**config.mk**
```make
export PLATFORM = sky130hd
export DESIGN_NAME = shared_mem_arbiter
export DESIGN_NICKNAME = d
export VERILOG_FILES = /design/src/rtl/shared_mem_arbiter.sv
export SDC_FILE = /design/constraint.sdc
export NUM_CORES = 1
export LEC_CHECK = 0
export ABC_AREA = 1
export CAP_MARGIN = 20
export CORE_MARGIN = 10
export CORE_UTILIZATION = 38
export CTS_CLUSTER_DIAMETER = 60
export CTS_CLUSTER_SIZE = 8
export DETAILED_ROUTE_END_ITERATION = 10
export PLACE_DENSITY_LB_ADDON = 0.08
export SYNTH_ARGS = -nofsm -noshare
export SYNTH_HDL_FRONTEND = slang
export SYNTH_SLANG_ARGS = --single-unit
```
**constraint.sdc**
```tcl
create_clock -name clk -period 2.6 [get_ports clk]
set_clock_uncertainty 0.05 [all_clocks]
set_input_delay 0.39 -clock clk [delete_from_list [all_inputs] [get_ports clk]]
set_output_delay 0.39 -clock clk [all_outputs]
set_load 0.005 [all_outputs]
```
**src/rtl/shared_mem_arbiter.sv**
```systemverilog
// Two-port arbiter for a single-port synchronous RAM: data port D has fixed priority,
// and a starvation counter forces a fetch (F) grant after STARVE_MAX consecutive losses.
module shared_mem_arbiter #(
   parameter int ADDR_W     = 14,
   parameter int STARVE_MAX = 4
) (
   input  logic              clk,
   input  logic              reset,

   input  logic              f_req,
   input  logic [ADDR_W-1:0] f_addr,
   output logic              f_gnt,
   output logic              f_rvalid,
   output logic [31:0]       f_rdata,

   input  logic              d_req,
   input  logic              d_we,
   input  logic [3:0]        d_wmask,
   input  logic [ADDR_W-1:0] d_addr,
   input  logic [31:0]       d_wdata,
   output logic              d_gnt,
   output logic              d_rvalid,
   output logic [31:0]       d_rdata,

   output logic              ram_en,
   output logic [ADDR_W-1:0] ram_addr,
   output logic [3:0]        ram_wmask,
   output logic [31:0]       ram_wdata,
   input  logic [31:0]       ram_rdata,

   output logic [31:0]       conflict_cnt
);

   logic [3:0] starve_cnt;
   logic       force_f;

   // F is forced through once it has lost STARVE_MAX conflicts in a row.
   assign force_f = (starve_cnt == 4'(STARVE_MAX));
   assign d_gnt   = d_req & ~(f_req & force_f);
   assign f_gnt   = f_req & ~d_gnt;
   assign ram_en  = f_gnt | d_gnt;

   // NOTE: every output of this block gets a default first, so no latch is inferred.
   always_comb begin
      ram_addr  = f_addr;
      ram_wmask = 4'b0000;
      ram_wdata = 32'h0;
      if (d_gnt) begin
         ram_addr  = d_addr;
         ram_wdata = d_wdata;
         if (d_we) ram_wmask = d_wmask;
      end
   end

   // The RAM returns data one cycle after the access; each port qualifies it with its own valid.
   assign f_rdata = ram_rdata;
   assign d_rdata = ram_rdata;

   // NOTE: state uses non-blocking assignments so every register samples pre-edge values.
   always_ff @(posedge clk or posedge reset) begin
      if (reset) begin
         starve_cnt   <= 4'd0;
         f_rvalid     <= 1'b0;
         d_rvalid     <= 1'b0;
         conflict_cnt <= 32'd0;
      end else begin
         f_rvalid <= f_gnt;
         d_rvalid <= d_gnt & ~d_we;

         // Counts only consecutive losses; a fetch grant or an idle fetch port clears it.
         if (f_req & d_gnt) starve_cnt <= starve_cnt + 4'd1;
         else               starve_cnt <= 4'd0;

         if (f_req & d_req && conflict_cnt != 32'hFFFF_FFFF)
            conflict_cnt <= conflict_cnt + 32'd1;
      end
   end

endmodule

```
==> results of run 1 <==
==> how the worst max path moves through the flow <==
stage                  start           end  depth (start not counted)
5_1_grt        starve_cnt[0]   ram_addr[7]                          8
3_5_place_dp           f_req   ram_addr[8]                          7
4_1_cts        starve_cnt[0]   ram_addr[9]                          9
3_3_place_gp           f_req   ram_addr[8]                          7
2_1_floorplan  starve_cnt[0]  ram_addr[10]                          8
6_report       starve_cnt[0]   ram_addr[9]                          9
==> what timing repair did <==
item / CTS / global route
buffers inserted: 0 / 0
gates resized for setup: 0 / 4
endpoints found under the setup margin: 0 / 21
==> cells in the final DEF (no fill, tap or decap) <==
master / instances
nand2_1: 222
clkdlybuf4s50_1: 155
nor2_1: 97
inv_1: 60
dfrtp_1: 38
nand3_1: 13
nand4_1: 9
nand3b_1: 9
xor2_1: 8
clkbuf_8: 6
xnor2_1: 5
buf_4: 5
inv_2: 3
ha_1: 3
nand2_2: 2
nor2_4: 2
nand2_4: 2
o21ai_0: 2
diode_2: 1
nor2_2: 1
a21oi_1: 1
nand3_4: 1
nor3_1: 1
nand3_2: 1
and2_0: 1
clkbuf_16: 1
buf_12: 1
buf_6: 1
==> area by class of cell <==
class | count | area (um^2) | area share (%)
inverter | 63 | 236.5 | 5.023
multi-input combinational | 380 | 1655 | 35.16
clock buffer | 6 | 82.58 | 1.754
timing repair buffer | 163 | 1645 | 34.95
antenna | 1 | 2.502 | 0.05315
tap | 108 | 135.1 | 2.870
sequential | 38 | 950.9 | 20.20
==> worst max-delay path: stages, from the launching register on <==
cell and delay, ns:
dfrtp_1 0.40, inv_1 0.06, ha_1 0.19, nand4_1 0.14, nand2_4 0.11, inv_2 0.08, buf_4 0.14, nand2_1 0.06
nand2_1 0.05, clkdlybuf4s50_1 0.52
==> synth_stat cells (3+ instances only) <==
| library cell | number | area (um^2) |
|---|---|---|
| buf_4 | 64 | 480.5 |
| inv_1 | 61 | 229.0 |
| clkbuf_1 | 6 | 22.52 |
| nor2_1 | 97 | 364.1 |
| ha_1 | 3 | 37.54 |
| xnor2_1 | 5 | 43.79 |
| xor2_1 | 8 | 70.07 |
| nand3b_1 | 9 | 67.56 |
| nand4_1 | 9 | 56.30 |
| dfrtp_1 | 38 | 950.9 |
| nand2_1 | 223 | 837.1 |
| nand3_1 | 13 | 65.06 |
==> routing by layer <==
metal  wire, um  up-vias  global-route usage, %
met3       1249       16                  7.023
met4        196        0                  5.096
met1       4929     1550                  21.64
met2       5766      164                  29.08
li1           -     1786                      -
met5          0        -                      0
==> report_power, final <==
group	leakage, nW	switching [mW]	total [mW]	internal [mW]
Sequential	0.522	0.0518	0.673	0.621
Combinational	1.65	0.190	0.471	0.280
Clock	0.0431	0.206	0.411	0.205
Total	2.22	0.448	1.55	1.11
==> registers in the layout (all words and copies together), names as in the netlist <==
register,count
conflict_cnt,32
d_rvalid,1
f_rvalid,1
starve_cnt,4
==> kinds of logic (layout without fill, tap and decap cells) <==
kind of cell	count (synthesis)	in the layout	share of synthesized area, %
xor gates and xnor gates	13	13	3.378
AOI/OAI and AO/OA	3	3	0.4453
adders and majority gates	3	3	1.114
and+or+nand+nor	361	361	43.95
DFF	38	38	28.21
buffers and inverters	137	232	22.90
other	0	1	0
==> metrics by stage <==
step / setup slack [ns] / instances
after global placement: 0.08204 / 751
after floorplan: 0.7427 / 555
after global routing: -0.01077 / 758
after CTS: 0.02427 / 757
after detailed placement: 0.06342 / 751
final: 0.1114 / 759
==> summary.md, run 1 <==
| Metric | Value |
|---|---|
| Via count | around 3500 |
| Tmin final | around 2.5 ns |
| Worst Hold End | starve_cnt[0] |
| Clock Tree Buf Depth | 2 |
| Gr ovfl total | 0 |
| Via-to-Cell Ratio | 4.632 |
| Max frequency | approximately 400 MHz |
| Total CTS buffers | 5 |
| Die W | 114.2 um |
| Mapped Nets | about 660 |
| Max-slew violations | 0 |
| Fin util | between 50 and 60% |
| CTS tree | built |
| Post-synth ARST share | 100.0% |
| Reg2Reg Capture Point | conflict_cnt[16] |
| Core area | slightly below 9000 um^2 |
| Post-synth EDFFs | 0 |
| Hold slack | ~0.44 ns |
| Hold Buf Count CTS | 0 |
| Die footprint | roughly 13000 um^2 |
| First-pass iteration count of the detailed router | 4 |
| Avg Synthesized Cell Area | 6.073 um^2 |
| Post-route ant nets | 0 |
| Top FF cell, synth | dfrtp_1 |
| Chip height | roughly 110 um |
| Synth Register Bits | 38 |
| Critical path arrival | 2.05 ns |
| Crit path kind | register to primary output |
| Synthesized netlist cell count | about 560 |
| Slew margin rel. | 54.62% |
| Maximum VDD drop | roughly 0.19 mV |
| Power Density | between 300 and 400 nW/um^2 |
| R2R depth | 9 |
| Worst-margin pin slew | roughly 0.68 ns |
| Hold Path Class | register to register |
| Mapped cell area | roughly 3400 um^2 |
| Fillers | 857 |
| Std cell rows | 34 |
| Hold wc startpoint | starve_cnt[0] |
| Final Hold Viols | 0 |
| Ys Warns | 0 |
| Crit Reg-Reg Startpoint | conflict_cnt[0] |
| Largest net degree at the start of global routing | 39 |
| Detailed placement HPWL | slightly above 10 mm |
| CP max FO | 8 |
| Share of layout cells above drive strength 1 | roughly 4.0% |
| Net count, final | 755 |
| Max cap viols | 0 |
| First-pass GRT wire length | 18.89 mm |
| Total negative setup slack | 0 ns |
| Leak Pwr | 2.219 nW |
| Outcome | finished, final reports clean |
| Endpoints failing setup | 0 |
| Clock sinks | 38 |
| Routed len/inst | 16.00 um |
| Initial drt markers | around 250 |
| Wirelength, routed | ~12 mm |
| Final period util | a little over nine tenths |
| Total Power | approximately 1.6 mW |
| Setup slack, reg-to-reg | about 0.33 ns |
| Root Driver | clkbuf_8 |
| Fin area | ~4700 um^2 |
| # H-tree levels | 2 |
| Yosys cell types | 25 |
| CP Launch Type | register |
| Final RePlAce weighted congestion | between 0.9 and 1 |
| Worst Setup End Kind | primary output |
| Initial Utilization | around two fifths |
| Seq/Total Area, Yosys | 28.21% |
| CP required | ~2.2 ns |
| Cell count of the worst hold path | 1 |
| Worst-path clk slew | approximately 0.080 ns |
| Port Buffers | 155 |
| I/O pin total | 252 |
| Number of global-route vias before repair | around 3500 |
| Synthesis-to-finish area growth | 39.68% |
| Placed Instance Area | about 4600 um^2 |
| Worst skew pair latency | between 0.2 and 0.3 ns |
| Initial antenna violation count | 0 |
| Number of remaining DRC errors | 0 |
| Global-route total usage across every layer | roughly 18% |
No activity file was read; power rests on OpenSTA's default activity.
==> inputs of run 2 (changes only) <==
- CORE_UTILIZATION: 38 -> 35
- PLACE_DENSITY: unset -> 0.83
- PLACE_DENSITY_LB_ADDON: 0.08 -> unset
- clock period: 2.6 -> 2.82 ns (I/O delays scaled with it)
==> run 2 against run 1 <==
Effect of this change: first-iteration DRC count is 35% lower; worst hold slack better by 0.054 ns; non-clock buffer count is 1 lower; cell count is 2.6% higher; flip-flop and latch count stayed put; clock power is 17% higher; critical endpoint is now ram_wmask[1].
==> summary.md, run 2 (synthesized netlist as in run 1, its figures left out) <==
| Metric | Value |
|---|---|
| Hold slack | ~0.5 ns |
| Chip height | 118.1 um |
| Initial drt markers | roughly 160 |
| Crit path kind | register to primary output |
| Global-route total usage across every layer | 17.03% |
| I/O pin total | 252 |
| Crit. Startpoint | starve_cnt[1] |
| Slew margin rel. | between 60% and 70% |
| # H-tree levels | 2 |
| CP Launch Type | register |
| Pre-CTS setup slack | 0.1686 ns |
| RSZ-0062 raised after global routing | no |
| Final RePlAce weighted congestion | 0.8811 |
| Via count | around 3600 |
| Worst Setup End Kind | primary output |
| Net count, final | between 700 and 800 |
| Most frequent cells in the layout | nand2_1 (222), clkdlybuf4s50_1 (155), nor2_1 (97), inv_1 (61), dfrtp_1 (38) |
| Core area | around 9300 um^2 |
| Root Driver | clkbuf_8 |
| Initial antenna violation count | 0 |
| Top reg by flops | conflict_cnt |
| Number of remaining DRC errors | 0 |
| Worst Setup Slack, final | about 0.17 ns |
| Outcome | finished, final reports clean |
| Fillers | a little over 900 |
| Critical path arrival | 2.18 ns |
| N_diodes | 0 |
| Worst-path clk slew | ~0.070 ns |
| Power Density | approximately 320 nW/um^2 |
| Routed len/inst | roughly 16 um |
| Total CTS buffers | 5 |
| Clock sinks | 38 |
| CP max FO | 36 |
| Crit-path leading delay family | buffers and inverters |
| Worst skew pair latency | ~0.30 ns |
| Total Power | between 1.5 and 2 mW |
| Final period util | 94.07% |
| Fin area | approximately 4700 um^2 |
| Reg2Reg Capture Point | conflict_cnt[29] |
| Maximum VDD drop | ~0.19 mV |
| Detailed placement HPWL | roughly 10 mm |
| Via-to-Cell Ratio | 4.664 |
| R2R depth | 8 |
| First-pass iteration count of the detailed router | 4 |
| Share of layout cells above drive strength 1 | 3.846% |
| Metal-1 WL | ~4.2 mm |
| Hold Path Class | primary input to async pin |
| Crit Reg-Reg Startpoint | conflict_cnt[0] |
| Gr ovfl total | 0 |
| Met3 routed WL | around 1.6 mm |
| Max cap viols | 0 |
| Placed Instance Area | 4608 um^2 |
| CP required | 2.35 ns |
| Worst path max stage delay | around 0.54 ns |
| Worst-margin pin slew | about 0.48 ns |
| Setup slack, reg-to-reg | approximately 0.78 ns |
| Die W | around 120 um |
| Max-slew violations | 0 |
| Number of global-route vias before repair | between 3000 and 4000 |
| Synthesis-to-finish area growth | 40.27% |
| Top Registers | conflict_cnt x32, starve_cnt x4 |
| Slowest-stage cell, CP | clkdlybuf4s50_1 |
| CTS tree | built |
| CP cell instances | inv_1 -> ha_1 -> nand4_1 -> nand2_2 -> buf_12 -> buf_4 -> nor2_1 -> clkdlybuf4s50_1 |
| Std cell rows | 35 |
| Post-route ant nets | 0 |
| Hold Buf Count CTS | 0 |
| Tmin final | about 2.7 ns |
| First-pass GRT wire length | ~20 mm |
| Reg area | 950.9 um^2 |
| Leak Pwr | about 2.2 nW |
| Port Buffers | around 160 |
| Initial Utilization | a little over a third |
| WP buf/inv | 4 |
| Clock Tree Buf Depth | 2 |
| Met2 wire length | between 6 and 7 mm |
| Largest net degree at the start of global routing | 39 |
| Setup Fix Bufs, Post-CTS | 0 |
| Max frequency | ~380 MHz |
| Post-cts sizing count | 0 |
| Multi-input logic area | about 1700 um^2 |
| Wirelength, routed | 12.25 mm |
| Max reg flops | 32 |
| Endpoints failing setup | 0 |
| Final Hold Viols | 0 |
| Most common cell after layout, fill and taps aside | nand2_1 |
| Total negative setup slack | 0 ns |
| Die footprint | 13960 um^2 |
| DR top layer | met4 |
==> run 2: changes by cell type in the layout (fill, tap and decap cells not counted), sizes merged <==
cell | previous run | this run
bufinv | 0 | 1
clkbuf | 7 | 6
diode | 1 | 0
==> run 2: worst max path at each step <==
stage,endpoint,cells after the start
floorplan,ram_addr[10],8
global placement,ram_wdata[27],7
detailed placement,ram_wmask[1],7
CTS,ram_wmask[1],8
global route,ram_wmask[1],8
finish,ram_wmask[1],8
==> run 2: where the power goes <==
group,leakage [nW],internal [mW],switching (mW),total [mW]
registers,0.522,0.573,0.0446,0.617
clock network,0.0573,0.283,0.197,0.480
logic,1.64,0.255,0.174,0.429
total,2.22,1.11,0.415,1.53
==> run 2: area by class of cell <==
type | count | area share, %
multi-input cells | 380 | 34.90
inverters | 63 | 5.001
clock inverters | 1 | 0.6351
well taps | 129 | 3.414
flip-flops and latches | 38 | 20.11
repair buffers | 162 | 34.19
clock buffers | 6 | 1.746
==> run 2: routing by layer <==
metal  track usage [%]  vias to the layer above
met2             30.25                      233
met3             8.520                       26
li1                  -                     1777
met1             16.78                     1597
met5                 0                        -
met4             5.951                        0
==> run 2: per-stage QoR <==
step | util, % | std cells
2_1_floorplan | - | 555
3_3_place_gp | 49.40 | 771
3_5_place_dp | 49.40 | 771
4_1_cts | 50.61 | 778
5_1_grt | 50.69 | 779
6_report | 50.69 | 779
==> run 2: worst min-delay path: stages <==
cell and delay, ns:
clkdlybuf4s50_1 0.40, inv_1 0.05, buf_4 0.41
